## src/rtl/atm_txn_sequencer.sv

```systemverilog
// ATM transaction sequencer: confirms a deposit/withdraw request, reads the
// selected account, validates it, commits the new balance with a one-cycle
// write enable and holds a result code for the display.
// Optional feature: define WDRAW_LIMIT_EN to enable the per-withdrawal limit
// check (status 5) against MAX_WDRAW.
module atm_txn_sequencer #(
  parameter logic [31:0] MAX_BAL = 32'd99999999,
  parameter logic [15:0] HOLD_MS = 16'd2000
`ifdef WDRAW_LIMIT_EN
  ,
  parameter logic [31:0] MAX_WDRAW = 32'd500
`endif
) (
  input  logic        sclk_1ms,
  input  logic        rst,
  input  logic [1:0]  sel_mode,
  input  logic [3:0]  sel_reg,
  input  logic        flag,
  input  logic [31:0] amount,
  input  logic [31:0] rd_data,
  output logic [3:0]  rf_sel,
  output logic        rf_we,
  output logic [31:0] rf_wdata,
  output logic        busy,
  output logic        done,
  output logic [2:0]  status
);

  typedef enum logic [2:0] {StIdle, StRead, StCheck, StWrite, StHold} state_e;

  localparam logic [2:0] StatIdle  = 3'd0;
  localparam logic [2:0] StatOk    = 3'd1;
  localparam logic [2:0] StatNsf   = 3'd2;
  localparam logic [2:0] StatOvf   = 3'd3;
  localparam logic [2:0] StatZero  = 3'd4;
`ifdef WDRAW_LIMIT_EN
  localparam logic [2:0] StatLimit = 3'd5;
`endif

  state_e      state_q, state_d;
  logic [2:0]  flag_sync_q;
  logic        wdraw_q, wdraw_d;
  logic [3:0]  idx_q, idx_d;
  logic [31:0] amt_q, amt_d;
  logic [31:0] bal_q, bal_d;
  logic [31:0] wdata_q, wdata_d;
  logic [2:0]  status_q, status_d;
  logic [15:0] hold_cnt_q, hold_cnt_d;
  logic        done_q, done_d;
  logic        confirm;
  logic        mode_valid;
  logic [32:0] sum;

  // Two flops resynchronise the slow button level; the third gives rise detect.
  always_ff @(posedge sclk_1ms or posedge rst) begin
    if (rst) begin
      flag_sync_q <= '0;
    end else begin
      flag_sync_q <= {flag_sync_q[1:0], flag};
    end
  end

  assign confirm    = flag_sync_q[1] & ~flag_sync_q[2];
  assign mode_valid = (sel_mode == 2'b01) || (sel_mode == 2'b10);
  // 33-bit sum so a deposit cannot wrap past the ceiling check.
  assign sum        = {1'b0, bal_q} + {1'b0, amt_q};

  // State and transaction registers.
  always_ff @(posedge sclk_1ms or posedge rst) begin
    if (rst) begin
      state_q    <= StIdle;
      wdraw_q    <= 1'b0;
      idx_q      <= '0;
      amt_q      <= '0;
      bal_q      <= '0;
      wdata_q    <= '0;
      status_q   <= StatIdle;
      hold_cnt_q <= '0;
      done_q     <= 1'b0;
    end else begin
      state_q    <= state_d;
      wdraw_q    <= wdraw_d;
      idx_q      <= idx_d;
      amt_q      <= amt_d;
      bal_q      <= bal_d;
      wdata_q    <= wdata_d;
      status_q   <= status_d;
      hold_cnt_q <= hold_cnt_d;
      done_q     <= done_d;
    end
  end

  // Next-state: capture, read, check, write, hold.
  always_comb begin
    state_d    = state_q;
    wdraw_d    = wdraw_q;
    idx_d      = idx_q;
    amt_d      = amt_q;
    bal_d      = bal_q;
    wdata_d    = wdata_q;
    status_d   = status_q;
    hold_cnt_d = '0;
    done_d     = 1'b0;
    case (state_q)
      StIdle: begin
        // Confirms with show/reserved modes are ignored.
        if (confirm && mode_valid) begin
          wdraw_d = sel_mode[1];
          idx_d   = sel_reg;
          amt_d   = amount;
          state_d = StRead;
        end
      end
      StRead: begin
        bal_d   = rd_data;
        state_d = StCheck;
      end
      StCheck: begin
        state_d = StHold;
        done_d  = 1'b1;
        if (amt_q == '0) begin
          status_d = StatZero;
`ifdef WDRAW_LIMIT_EN
        end else if (wdraw_q && (amt_q > MAX_WDRAW)) begin
          status_d = StatLimit;
`endif
        end else if (!wdraw_q && (sum > {1'b0, MAX_BAL})) begin
          status_d = StatOvf;
        end else if (wdraw_q && (amt_q > bal_q)) begin
          status_d = StatNsf;
        end else begin
          status_d = StatOk;
          wdata_d  = wdraw_q ? (bal_q - amt_q) : sum[31:0];
          state_d  = StWrite;
          done_d   = 1'b0;
        end
      end
      StWrite: begin
        state_d = StHold;
        done_d  = 1'b1;
      end
      StHold: begin
        if (hold_cnt_q == HOLD_MS - 16'd1) begin
          state_d  = StIdle;
          status_d = StatIdle;
        end else begin
          hold_cnt_d = hold_cnt_q + 16'd1;
        end
      end
      default: state_d = StIdle;
    endcase
  end

  // Outputs; write enable is decoded from state so reset drops it at once.
  always_comb begin
    rf_sel   = (state_q == StIdle) ? sel_reg : idx_q;
    rf_we    = (state_q == StWrite);
    rf_wdata = wdata_q;
    busy     = (state_q != StIdle);
    done     = done_q;
    status   = status_q;
  end

endmodule
```

## config.mk

```make
export PLATFORM = sky130hd
export DESIGN_NAME = atm_txn_sequencer
export DESIGN_NICKNAME = d
export VERILOG_FILES = /design/src/rtl/atm_txn_sequencer.sv
export SDC_FILE = /design/constraint.sdc
export NUM_CORES = 1
export LEC_CHECK = 0
export BUFFER_PORTS_ARGS = -buffer_cell sky130_fd_sc_hd__buf_2
export CAP_MARGIN = 20
export CORE_ASPECT_RATIO = 0.7
export CORE_UTILIZATION = 30
export CTS_CLUSTER_DIAMETER = 200
export DETAILED_ROUTE_END_ITERATION = 10
export SLEW_MARGIN = 25
export SYNTH_ARGS = -nofsm -noshare
export SYNTH_HDL_FRONTEND = slang
export SYNTH_SLANG_ARGS = --single-unit
```

## constraint.sdc

```tcl
create_clock -name sclk_1ms -period 6.8 [get_ports sclk_1ms]
set_input_delay 0.68 -clock sclk_1ms [delete_from_list [all_inputs] [get_ports sclk_1ms]]
set_output_delay 0.68 -clock sclk_1ms [all_outputs]
set_load 0.01 [all_outputs]
```

## Word-level counts from Yosys, hierarchy flattened

Index checks and enable logic that the tools add are counted.

- $add $sub $neg: 3
- Magnitude comparators: 2
- Eq/ne operators: 9
- Muxes and demuxes: 18
- Bitwise operators: 5
- Reduce and logical (&&, ||, !) cells: 13

Operator list:

| cell | count |
|---|---|
| 32-bit by 32-bit adder with 33-bit output | 1 |
| 33-bit by 27-bit > comparator with 1-bit output, second input constant | 1 |
| 32-bit > comparator | 1 |
| 32-bit logical NOT | 1 |
| 16-bit 2-to-1 mux | 2 |
| 32-bit 2-to-1 mux | 1 |
| 32-bit subtractor | 1 |
| 3-bit 2-to-1 mux | 6 |
| 16-bit by 1-bit adder with 16-bit output, second input constant | 1 |
| 16-bit by 11-bit equality test with 1-bit output, second input constant | 1 |
| 3-bit case mux with 5 select lines | 1 |
| 3-bit by 2-bit equality test with 1-bit output, second input constant | 2 |
| 3-bit case mux with 2 select lines | 1 |
| 2-bit AND reduction | 3 |
| 2-bit 2-to-1 mux | 2 |
| 4-bit 2-to-1 mux | 1 |
| 2-bit inequality test, second input constant | 2 |
| 1-bit NOT | 4 |
| 4-bit AND reduction | 1 |
| 3-bit by 1-bit equality test with 1-bit output, second input constant | 1 |
| 3-bit equality test, second input constant | 1 |
| 1-bit logical AND | 3 |
| 3-bit logical NOT | 1 |
| 1-bit 2-to-1 mux | 3 |
| other kinds (8) | 8 |

- Flip-flop bits (word level): 127
- Input bits: 73
- Output and inout port bits: 42
- Word-level logic and storage cells: 60

## Depth between registers and ports, before layout

Gate-level depths: netlist of the first run.

- Word-level depth: 6
- Mapped depth: 15
- Depth with buffers taken out: 14

## Worst setup path after synthesis of the first run

No wires, ideal clock.

- Kind: reg-to-reg
- From: register amt_q[5]
- To: register wdata_q[1], in the netlist rf_wdata[1]
- Library setup time: 0.125 ns
- Arrival: 3.801 ns
- Required time: 6.675 ns
- Setup slack: 2.874 ns
- Cell stages (with the launch flop): 16
- Buffers on the path: 2
- Period minus slack after synthesis: 3.926 ns
- Path through: dfrtp_1 inv_1 ha_1 clkbuf_1 nor2_1 a32oi_1 o2111a_1 nor4_1 or3b_2 xnor2_1 or4_1 nor3_1 a41oi_1 a21boi_4 buf_6 mux2_4

- Cells in the longest elaborated chain, start to end: 5
- Elaborated cells on any way between the ends: 10
- Classes of those cells: add/sub (1); order compare (2); bitwise (3); reduce/logical (4)

Ends and longest elaborated chain:

| element | RTL line | source |
|---|---|---|
| start: declaration | 44 | `logic [31:0] amt_q, amt_d;` |
| start signal: assignment | 84 | `amt_q <= amt_d;` |
| 32-bit by 32-bit adder with 33-bit output | 66 | `assign sum = {1'b0, bal_q} + {1'b0, amt_q};` |
| 33-bit by 27-bit > comparator with 1-bit output | 127 | `end else if (!wdraw_q && (sum > {1'b0, MAX_BAL})) begin` |
| 1-bit logical AND | 127 |  |
| 1-bit NOT (no line) | -- |  |
| 4-bit AND reduction (no line) * | -- |  |
| end signal: assignment | 86 | `wdata_q <= wdata_d;` |
| end: declaration | 46 | `logic [31:0] wdata_q, wdata_d;` |

Mark *: on every way between the ends. The rest lies on a longest branch, timed or not.
A chain may end at the register's enable or synchronous reset.

## Final worst setup path of the first run

- From: register amt_q[0]
- To: register wdata_q[5], in the netlist rf_wdata[5]

- Cells in the longest elaborated chain, start to end: 5
- Elaborated cells on any way between the ends: 12
- Classes of those cells: add/sub (2); order compare (2); mux (1); bitwise (3); reduce/logical (4)

Ends and longest elaborated chain:

| element | RTL line |
|---|---|
| 32-bit by 32-bit adder with 33-bit output | 66 |
| 33-bit by 27-bit > comparator with 1-bit output | 127 |
| 1-bit logical AND | 127 |
| 1-bit NOT (no line) | -- |
| 4-bit AND reduction (no line) | -- |

Several ways; a longest one is shown, not always the timed one.

==> results of run 1 <==
[Yosys cell counts (all sizes together) (5+ instances only)]
| library cell | count | area [sq um] |
|---|---|---|
| nand3 | 20 | 100.1 |
| xor2 | 10 | 87.58 |
| nor2 | 81 | 304.0 |
| nor3 | 14 | 70.07 |
| o211ai | 5 | 37.54 |
| a21o | 11 | 82.58 |
| and3 | 5 | 31.28 |
| o21a | 5 | 37.54 |
| nand2 | 86 | 322.8 |
| o21bai | 6 | 45.04 |
| nor2b | 8 | 50.05 |
| inv | 77 | 289.0 |
| buf | 14 | 102.6 |
| clkbuf | 28 | 105.1 |
| a211oi | 11 | 95.09 |
| mux2 | 63 | 799.5 |
| nor4 | 24 | 150.1 |
| o31ai | 13 | 102.6 |
| dfrtp | 127 | 3178 |
| nand4 | 10 | 62.56 |
| ha | 65 | 813.3 |
| mux2i | 7 | 70.07 |
| o21ai | 74 | 370.4 |
| a21oi | 69 | 345.3 |
| xnor2 | 60 | 525.5 |
| or2 | 10 | 62.56 |
[layer usage]
metal | wire length (microns) | up-vias | part of all wire (%) | global-route usage (%)
met3 | 1618 | 18 | 6.4 | 3.958
met2 | 10340 | 228 | 41 | 23.86
met5 | 0 | - | 0 | 0
met1 | 13250 | 3566 | 52 | 26.48
met4 | 219 | 0 | 0.86 | 4.037
li1 | - | 3650 | - | -
[cell families (layout without fill, tap and decap cells)]
| kind of cell | Yosys count | after routing | synth area share [%] |
|---|---|---|---|
| AND/OR/NAND/NOR | 283 | 283 | 15.15 |
| AO/OA/AOI/OAI | 242 | 242 | 17.52 |
| flip-flops | 127 | 127 | 35.57 |
| buffers and inverters | 120 | 230 | 5.602 |
| XOR/XNOR | 70 | 70 | 6.863 |
| multiplexers | 70 | 70 | 9.734 |
| adder cells (fa/ha/maj) | 67 | 67 | 9.552 |
[registers in the layout (all words and copies together), names as in the netlist, 3 cells and up]
register,cells
amt_q,32
bal_q,32
flag_sync_q,3
hold_cnt_q,16
idx_q,4
rf_wdata,32
state_q,3
status,3
[per-stage QoR]
stage	area (sq um)	instances	hold WS (ns)	setup WS [ns]
after global placement	9822	1435	0.3339	1.694
after detailed placement	9822	1435	0.3516	1.515
after CTS	10430	1467	0.3257	1.482
after floorplan	8934	979	0.3312	2.736
after global routing	10440	1467	0.3321	1.160
final	10440	1467	0.3386	1.465
[worst max-delay path, stage by stage (launching register included)]
cell and delay [ns]:
dfrtp_1 0.42, ha_1 0.25, fa_1 0.39, nand3b_1 0.19
a211oi_1 0.23, a211oi_1 0.12, o221ai_1 0.48, a41oi_1 0.37
o41ai_1 0.54, o41ai_1 0.18, o2111a_1 0.30, nor2_1 0.24
a21boi_4 0.75, buf_4 0.41, mux2_4 0.33
[worst paths after layout]
path | startpoint | cells after the start | to | slack, ns
setup / recovery | amt_q[0] | 14 | rf_wdata[5] | 1.46
hold / removal | rst | 2 | bal_q[29] | 0.34
setup reg to reg | amt_q[0] | 14 | rf_wdata[5] | 1.46
hold reg to reg | flag_sync_q[0] | 0 | flag_sync_q[1] | 0.36
max in group asynchronous | rst | 3 | bal_q[12] | 5.35
min in group sclk_1ms | flag | 1 | flag_sync_q[0] | 0.35
[cell type report]
class	count	area (sq um)	share of cell area, %
Inverter	78	295.3	2.829
Tap cell	378	473.0	4.531
Timing Repair Buffer	120	619.3	5.934
Multi-Input combinational cell	732	5260	50.40
Clock buffer	21	480.5	4.603
Sequential cell	127	3178	30.45
Clock inverter	11	131.4	1.259
==> qor.csv, run 1 <==
metric;value;unit
fmax;187.4;MHz
Final nets;1216;
post-CTS sizing;0;
P&R area growth vs syn;16.83;%
Post-DRT Antenna Nets;0;
Final Util;35.89;%
TritonRoute pass-1 iters;5;
Critical Path RT;7.12;ns
Top FF cell, synth;dfrtp_1;
Clock Skews;0.01335;ns
TritonCTS buffer count;17;
largest net degree at the start of global routing;75;
GPL Wtd Cong;0.8978;
Final setup viols;0;
initial antenna violation count;0;
setup TNS;0;ns
Port Buf Inserts;114;
Synth Cell Area;0.008934;sq mm
#FFs+latches synth;127;
Via density;5.087;
crit start category;register;
Routed WL per cell;17.33;microns
worst skew pair latency;0.45;ns
DRC errors left;0;
commonest non-fill, non-tap cell in the layout;dfrtp_1;
Fillers;3020;
DP HPWL;19810;microns
register area share after synthesis;35.57;%
Routed WL;25430;microns
number of synthesized flops with an enable pin;0;
worst hold path type;input pin to async pin;
max-cap check violation count;0;
Avg Synthesized Cell Area;9.125;sq um
Worst Tran Pin Value;0.8699;ns
htree depth;4;
Slew Limit Fails;0;
Distinct cells, synth;78;
die area;0.03048;sq mm
most frequent cells in the layout;dfrtp_1 (127), buf_2 (114), nand2_1 (86);
Rel. slew slack;41.56;%
Die H;146.4;microns
RSZ-0062 raised after global routing;no;
Longest Clk Path Bufs;2;
core area;0.02908;sq mm
Final Hold Fails;0;
Syn Inst Count;979;
Tot GR Track Use;17.23;%
post-CTS setup buffers;0;
Syn Nets;1119;
Worst setup EP type;register;
initial core utilization;30.72;%
clock slew seen by the registers of the worst setup and hold paths;0.06;ns
Final period util;78.46;%
CP max FO;18;
vias;7462;
status;completed;
global route total overflow;0;
CTS tree;built;
vias in the first global route;7144;
Synth Warn #;0;
Async S/R FF share, synth;100.0;%
Die W;208.3;microns
Final min period;5.335;ns
Sink Count;127;
Site Rows;52;
Setup CP Type;register to register;
DR iter-0 viols;615;
Clock Root Buffer;clkbuf_16;
first-pass GRT wire length;40900;microns
hold_buf cts;0;
Worst Path Arrival;5.66;ns
Ports;115;
share of layout cells above drive strength 1;22.13;%
antenna cells;0;
Power of run 1 is not shown: default switching activity piles up to over one toggle a cycle in this logic, so the estimate is an artifact.
==> run 2: changes to the inputs <==
==> constraint.sdc (replaced) <==
create_clock -name sclk_1ms -period 5.55 [get_ports sclk_1ms]
set_input_delay 0.555 -clock sclk_1ms [delete_from_list [all_inputs] [get_ports sclk_1ms]]
set_output_delay 0.555 -clock sclk_1ms [all_outputs]
set_load 0.01 [all_outputs]
==> run 2 against run 1 <==
Routed wire length barely moved. Worst setup slack got worse by 1.1 ns. Maximum frequency rose by 3.7%. First-iteration DRC count rose by 9.3%. Via count fell by 0.19%. Critical path type unchanged. Non-clock buffer count rose by 1. Sequential cell count did not move.
==> qor.csv, run 2 (same netlist as run 1, synthesis figures left out) <==
metric;value;unit
Worst R2R End;rf_wdata[16];
Slew Limit Fails;0;
Worst Tran Pin Value;0.8330;ns
htree depth;4;
Die H;146.4;microns
Final Cell Area;0.01042;sq mm
hold_buf cts;0;
global route total overflow;0;
Final Hold Fails;0;
Sink Count;127;
Final nets;1217;
Final period util;92.74;%
core area;0.02908;sq mm
TritonRoute pass-1 iters;5;
Via density;5.074;
DR iter-0 viols;672;
share of layout cells above drive strength 1;22.20;%
RR Startpoint;amt_q[0];
commonest non-fill, non-tap cell in the layout;dfrtp_1;
setup TNS;0;ns
Final min period;5.147;ns
vias;7448;
r2r worst-path depth;15;
clock slew seen by the registers of the worst setup and hold paths;0.06;ns
post-CTS sizing;0;
Critical Path Start;amt_q[0];
worst skew pair latency;0.44;ns
Clock Skews;0.01016;ns
initial antenna violation count;1;
post-route insts no fill;1468;
Final setup viols;0;
P&R area growth vs syn;16.67;%
antenna cells;0;
Critical Path RT;5.86;ns
Die W;208.3;microns
largest net degree at the start of global routing;77;
fmax;194.3;MHz
Site Rows;52;
Longest Clk Path Bufs;2;
Tot GR Track Use;17.27;%
vias in the first global route;7209;
worst hold path type;input pin to async pin;
Rel. slew slack;43.96;%
FF-to-FF setup slack;0.40;ns
GPL Wtd Cong;0.9148;
status;completed;
CP max FO;25;
Setup crit end;rf_wdata[16];
RSZ-0062 raised after global routing;no;
Worst Path Arrival;5.46;ns
Port Buf Inserts;114;
Routed WL per cell;17.33;microns
DRC errors left;0;
die area;0.03048;sq mm
post-CTS setup buffers;0;
# placed instances;1436;
initial core utilization;30.72;%
Post-DRT Antenna Nets;0;
first-pass GRT wire length;40960;microns
DP HPWL;19880;microns
Post-DP Area;0.009842;sq mm
Setup CP Type;register to register;
crit start category;register;
CTS tree;built;
Worst setup EP type;register;
most frequent cells in the layout;dfrtp_1 (127), buf_2 (114), nand2_1 (86);
Clock Root Buffer;clkbuf_16;
Ports;115;
Final Util;35.84;%
Routed WL;25440;microns
max-cap check violation count;0;
TritonCTS buffer count;17;
## run 2: changes by cell type in the layout (fill, tap and decap cells not counted), sizes merged
cell / delta
bufinv: -1
clkbuf: -1
inv: +1
clkinvlp: +1
buf: +1
## run 2: cell type report
type / count / area, sq um
clock buffer: 20 / 466.7
multi-input combinational: 732 / 5260
sequential: 127 / 3178
tap: 378 / 473.0
inverter: 78 / 295.3
fill: 3015 / 18660
timing repair buffer: 121 / 639.4
clock inverter: 12 / 110.1
## run 2: metrics by stage
stage          worst slack (ns)  hold WS [ns]
2_1_floorplan             1.611        0.3312
3_3_place_gp             0.6201        0.3344
3_5_place_dp             0.5309        0.3358
4_1_cts                  0.4908        0.1972
5_1_grt                  0.2255        0.2081
6_report                 0.4030        0.2157
## run 2: how the worst min path moves through the flow
stage | startpoint | endpoint | slack [ns] | cells past startpoint
6_report | rst | done | 0.22 | 2
5_1_grt | flag | flag_sync_q[0] | 0.21 | 1
3_5_place_dp | flag_sync_q[0] | flag_sync_q[1] | 0.34 | 0
3_3_place_gp | flag_sync_q[0] | flag_sync_q[1] | 0.33 | 0
4_1_cts | flag | flag_sync_q[0] | 0.20 | 1
2_1_floorplan | flag_sync_q[0] | flag_sync_q[1] | 0.33 | 0
## run 2: routing by layer
layer | vias up | routed length (microns) | GRT usage (%) | share of wire [%]
met1 | 3575 | 13410 | 26.24 | 53
met3 | 25 | 1517 | 4.582 | 6.0
met2 | 194 | 10230 | 23.91 | 40
met4 | 0 | 285 | 3.815 | 1.1
met5 | - | 0 | 0 | 0
li1 | 3654 | - | - | -
## run 2: critical path, cell delays in order, from the launching register on
cell      delay (ns)
dfrtp_1         0.43
ha_1            0.25
fa_1            0.41
nand3b_1        0.20
a211oi_1        0.24
a211oi_1        0.14
o221ai_1        0.22
buf_4           0.18
a41oi_1         0.31
o41ai_1         0.56
o41ai_1         0.23
o2111a_1        0.32
nor2_1          0.36
a21boi_4        0.53
buf_12          0.29
mux2_4          0.32
Power of run 2 is left out for the same reason.
==> run 3: changes to the inputs <==
--- a/config.mk
+++ b/config.mk
@@ -5,7 +5,7 @@
 export SDC_FILE = /design/constraint.sdc
 export NUM_CORES = 1
 export LEC_CHECK = 0
-export BUFFER_PORTS_ARGS = -buffer_cell sky130_fd_sc_hd__buf_2
+export BUFFER_PORTS_ARGS = -buffer_cell sky130_fd_sc_hd__clkbuf_2
 export CAP_MARGIN = 20
 export CORE_ASPECT_RATIO = 0.7
 export CORE_UTILIZATION = 30
==> run 3 against run 2 <==
Clock skew up 0.0013 ns. Register-to-register slack better by 0.11 ns. Routed wire length about the same. Critical path depth did not move.
==> qor.csv, run 3 (same netlist as run 1, synthesis figures left out) <==
metric;value;unit
initial core utilization;30.72;%
status;completed;
global route total overflow;0;
largest net degree at the start of global routing;73;
Sink Count;127;
RSZ-0062 raised after global routing;no;
r2r worst-path depth;15;
Longest Clk Path Bufs;2;
crit start category;register;
GPL Wtd Cong;0.9033;
setup TNS;0;ns
Worst Path Arrival;5.36;ns
vias;7496;
Routed WL per cell;17.30;microns
Final nets;1218;
TritonCTS buffer count;17;
first-pass GRT wire length;40960;microns
Final period util;90.82;%
htree depth;4;
post-route insts no fill;1469;
Site Rows;52;
Fillers;2952;
Post-DRT Antenna Nets;0;
Clock Root Buffer;clkbuf_16;
Tot GR Track Use;17.21;%
CTS tree;built;
DP HPWL;19770;microns
Routed WL;25420;microns
TritonRoute pass-1 iters;4;
Worst setup EP type;register;
worst skew pair latency;0.44;ns
post-CTS setup buffers;0;
Port Buf Inserts;114;
Rel. slew slack;40.08;%
Final Util;36.11;%
Critical Path RT;5.87;ns
most frequent cells in the layout;dfrtp_1 (127), clkbuf_2 (114), nand2_1 (86);
# placed instances;1436;
Final setup viols;0;
Hold WS;0.2159;ns
P&R area growth vs syn;17.56;%
CP max FO;25;
die area;0.03048;sq mm
max-cap check violation count;0;
Via density;5.103;
initial antenna violation count;0;
Worst Tran Pin Value;0.8906;ns
core area;0.02908;sq mm
DRC errors left;0;
Setup CP Type;register to register;
DR iter-0 viols;562;
Slew Limit Fails;0;
vias in the first global route;7231;
Final min period;5.040;ns
fmax;198.4;MHz
worst hold path type;input pin to async pin;
Final Hold Fails;0;
clock slew seen by the registers of the worst setup and hold paths;0.06;ns
Die W;208.3;microns
commonest non-fill, non-tap cell in the layout;dfrtp_1;
Ports;115;
antenna cells;0;
post-CTS sizing;0;
Die H;146.4;microns
hold_buf cts;0;
Clock Skews;0.01143;ns
share of layout cells above drive strength 1;22.09;%
run 3: layout make-up:
| type | count | area (sq um) | share of cell area, % |
|---|---|---|---|
| Clock buffer | 22 | 474.2 | 4.515 |
| Multi-Input combinational cell | 732 | 5260 | 50.08 |
| Clock inverter | 10 | 158.9 | 1.513 |
| Tap cell | 378 | 473.0 | 4.503 |
| Timing Repair Buffer | 122 | 663.1 | 6.314 |
| Sequential cell | 127 | 3178 | 30.26 |
| Inverter | 78 | 295.3 | 2.812 |
run 3: through the flow:
stage / setup slack, ns / area, sq um
finish: 0.5096 / 10500
global route: 0.3344 / 10500
CTS: 0.5290 / 10480
detailed placement: 0.5682 / 9842
global placement: 0.6165 / 9842
floorplan: 1.611 / 8934
run 3: final timing paths:
kind / start / end / slack [ns]
max in group asynchronous: rst / amt_q[7] / 4.24
setup / recovery: amt_q[0] / rf_wdata[8] / 0.51
min in group sclk_1ms: flag / flag_sync_q[0] / 0.22
hold / removal: rst / bal_q[29] / 0.22
hold reg to reg: flag_sync_q[0] / flag_sync_q[1] / 0.35
setup reg to reg: amt_q[0] / rf_wdata[8] / 0.51
run 3: per-layer routing:
metal | part of all wire, % | GRT usage (%)
met1 | 52 | 25.96
met2 | 41 | 23.95
met3 | 6.5 | 4.410
met4 | 1.1 | 4.370
met5 | 0 | 0
run 3: worst max-delay path, cell delays in order (launching register included):
cell and delay [ns]:
dfrtp_1 0.42, ha_1 0.26, fa_1 0.42, nand3b_1 0.20, a211oi_1 0.24, a211oi_1 0.13, o221ai_1 0.20, buf_4 0.17
a41oi_1 0.31, o41ai_1 0.58, o41ai_1 0.22, o2111a_1 0.32, nor2_1 0.33, a21boi_4 0.51, buf_12 0.29, mux2_4 0.32
Power of run 3 is left out for the same reason.
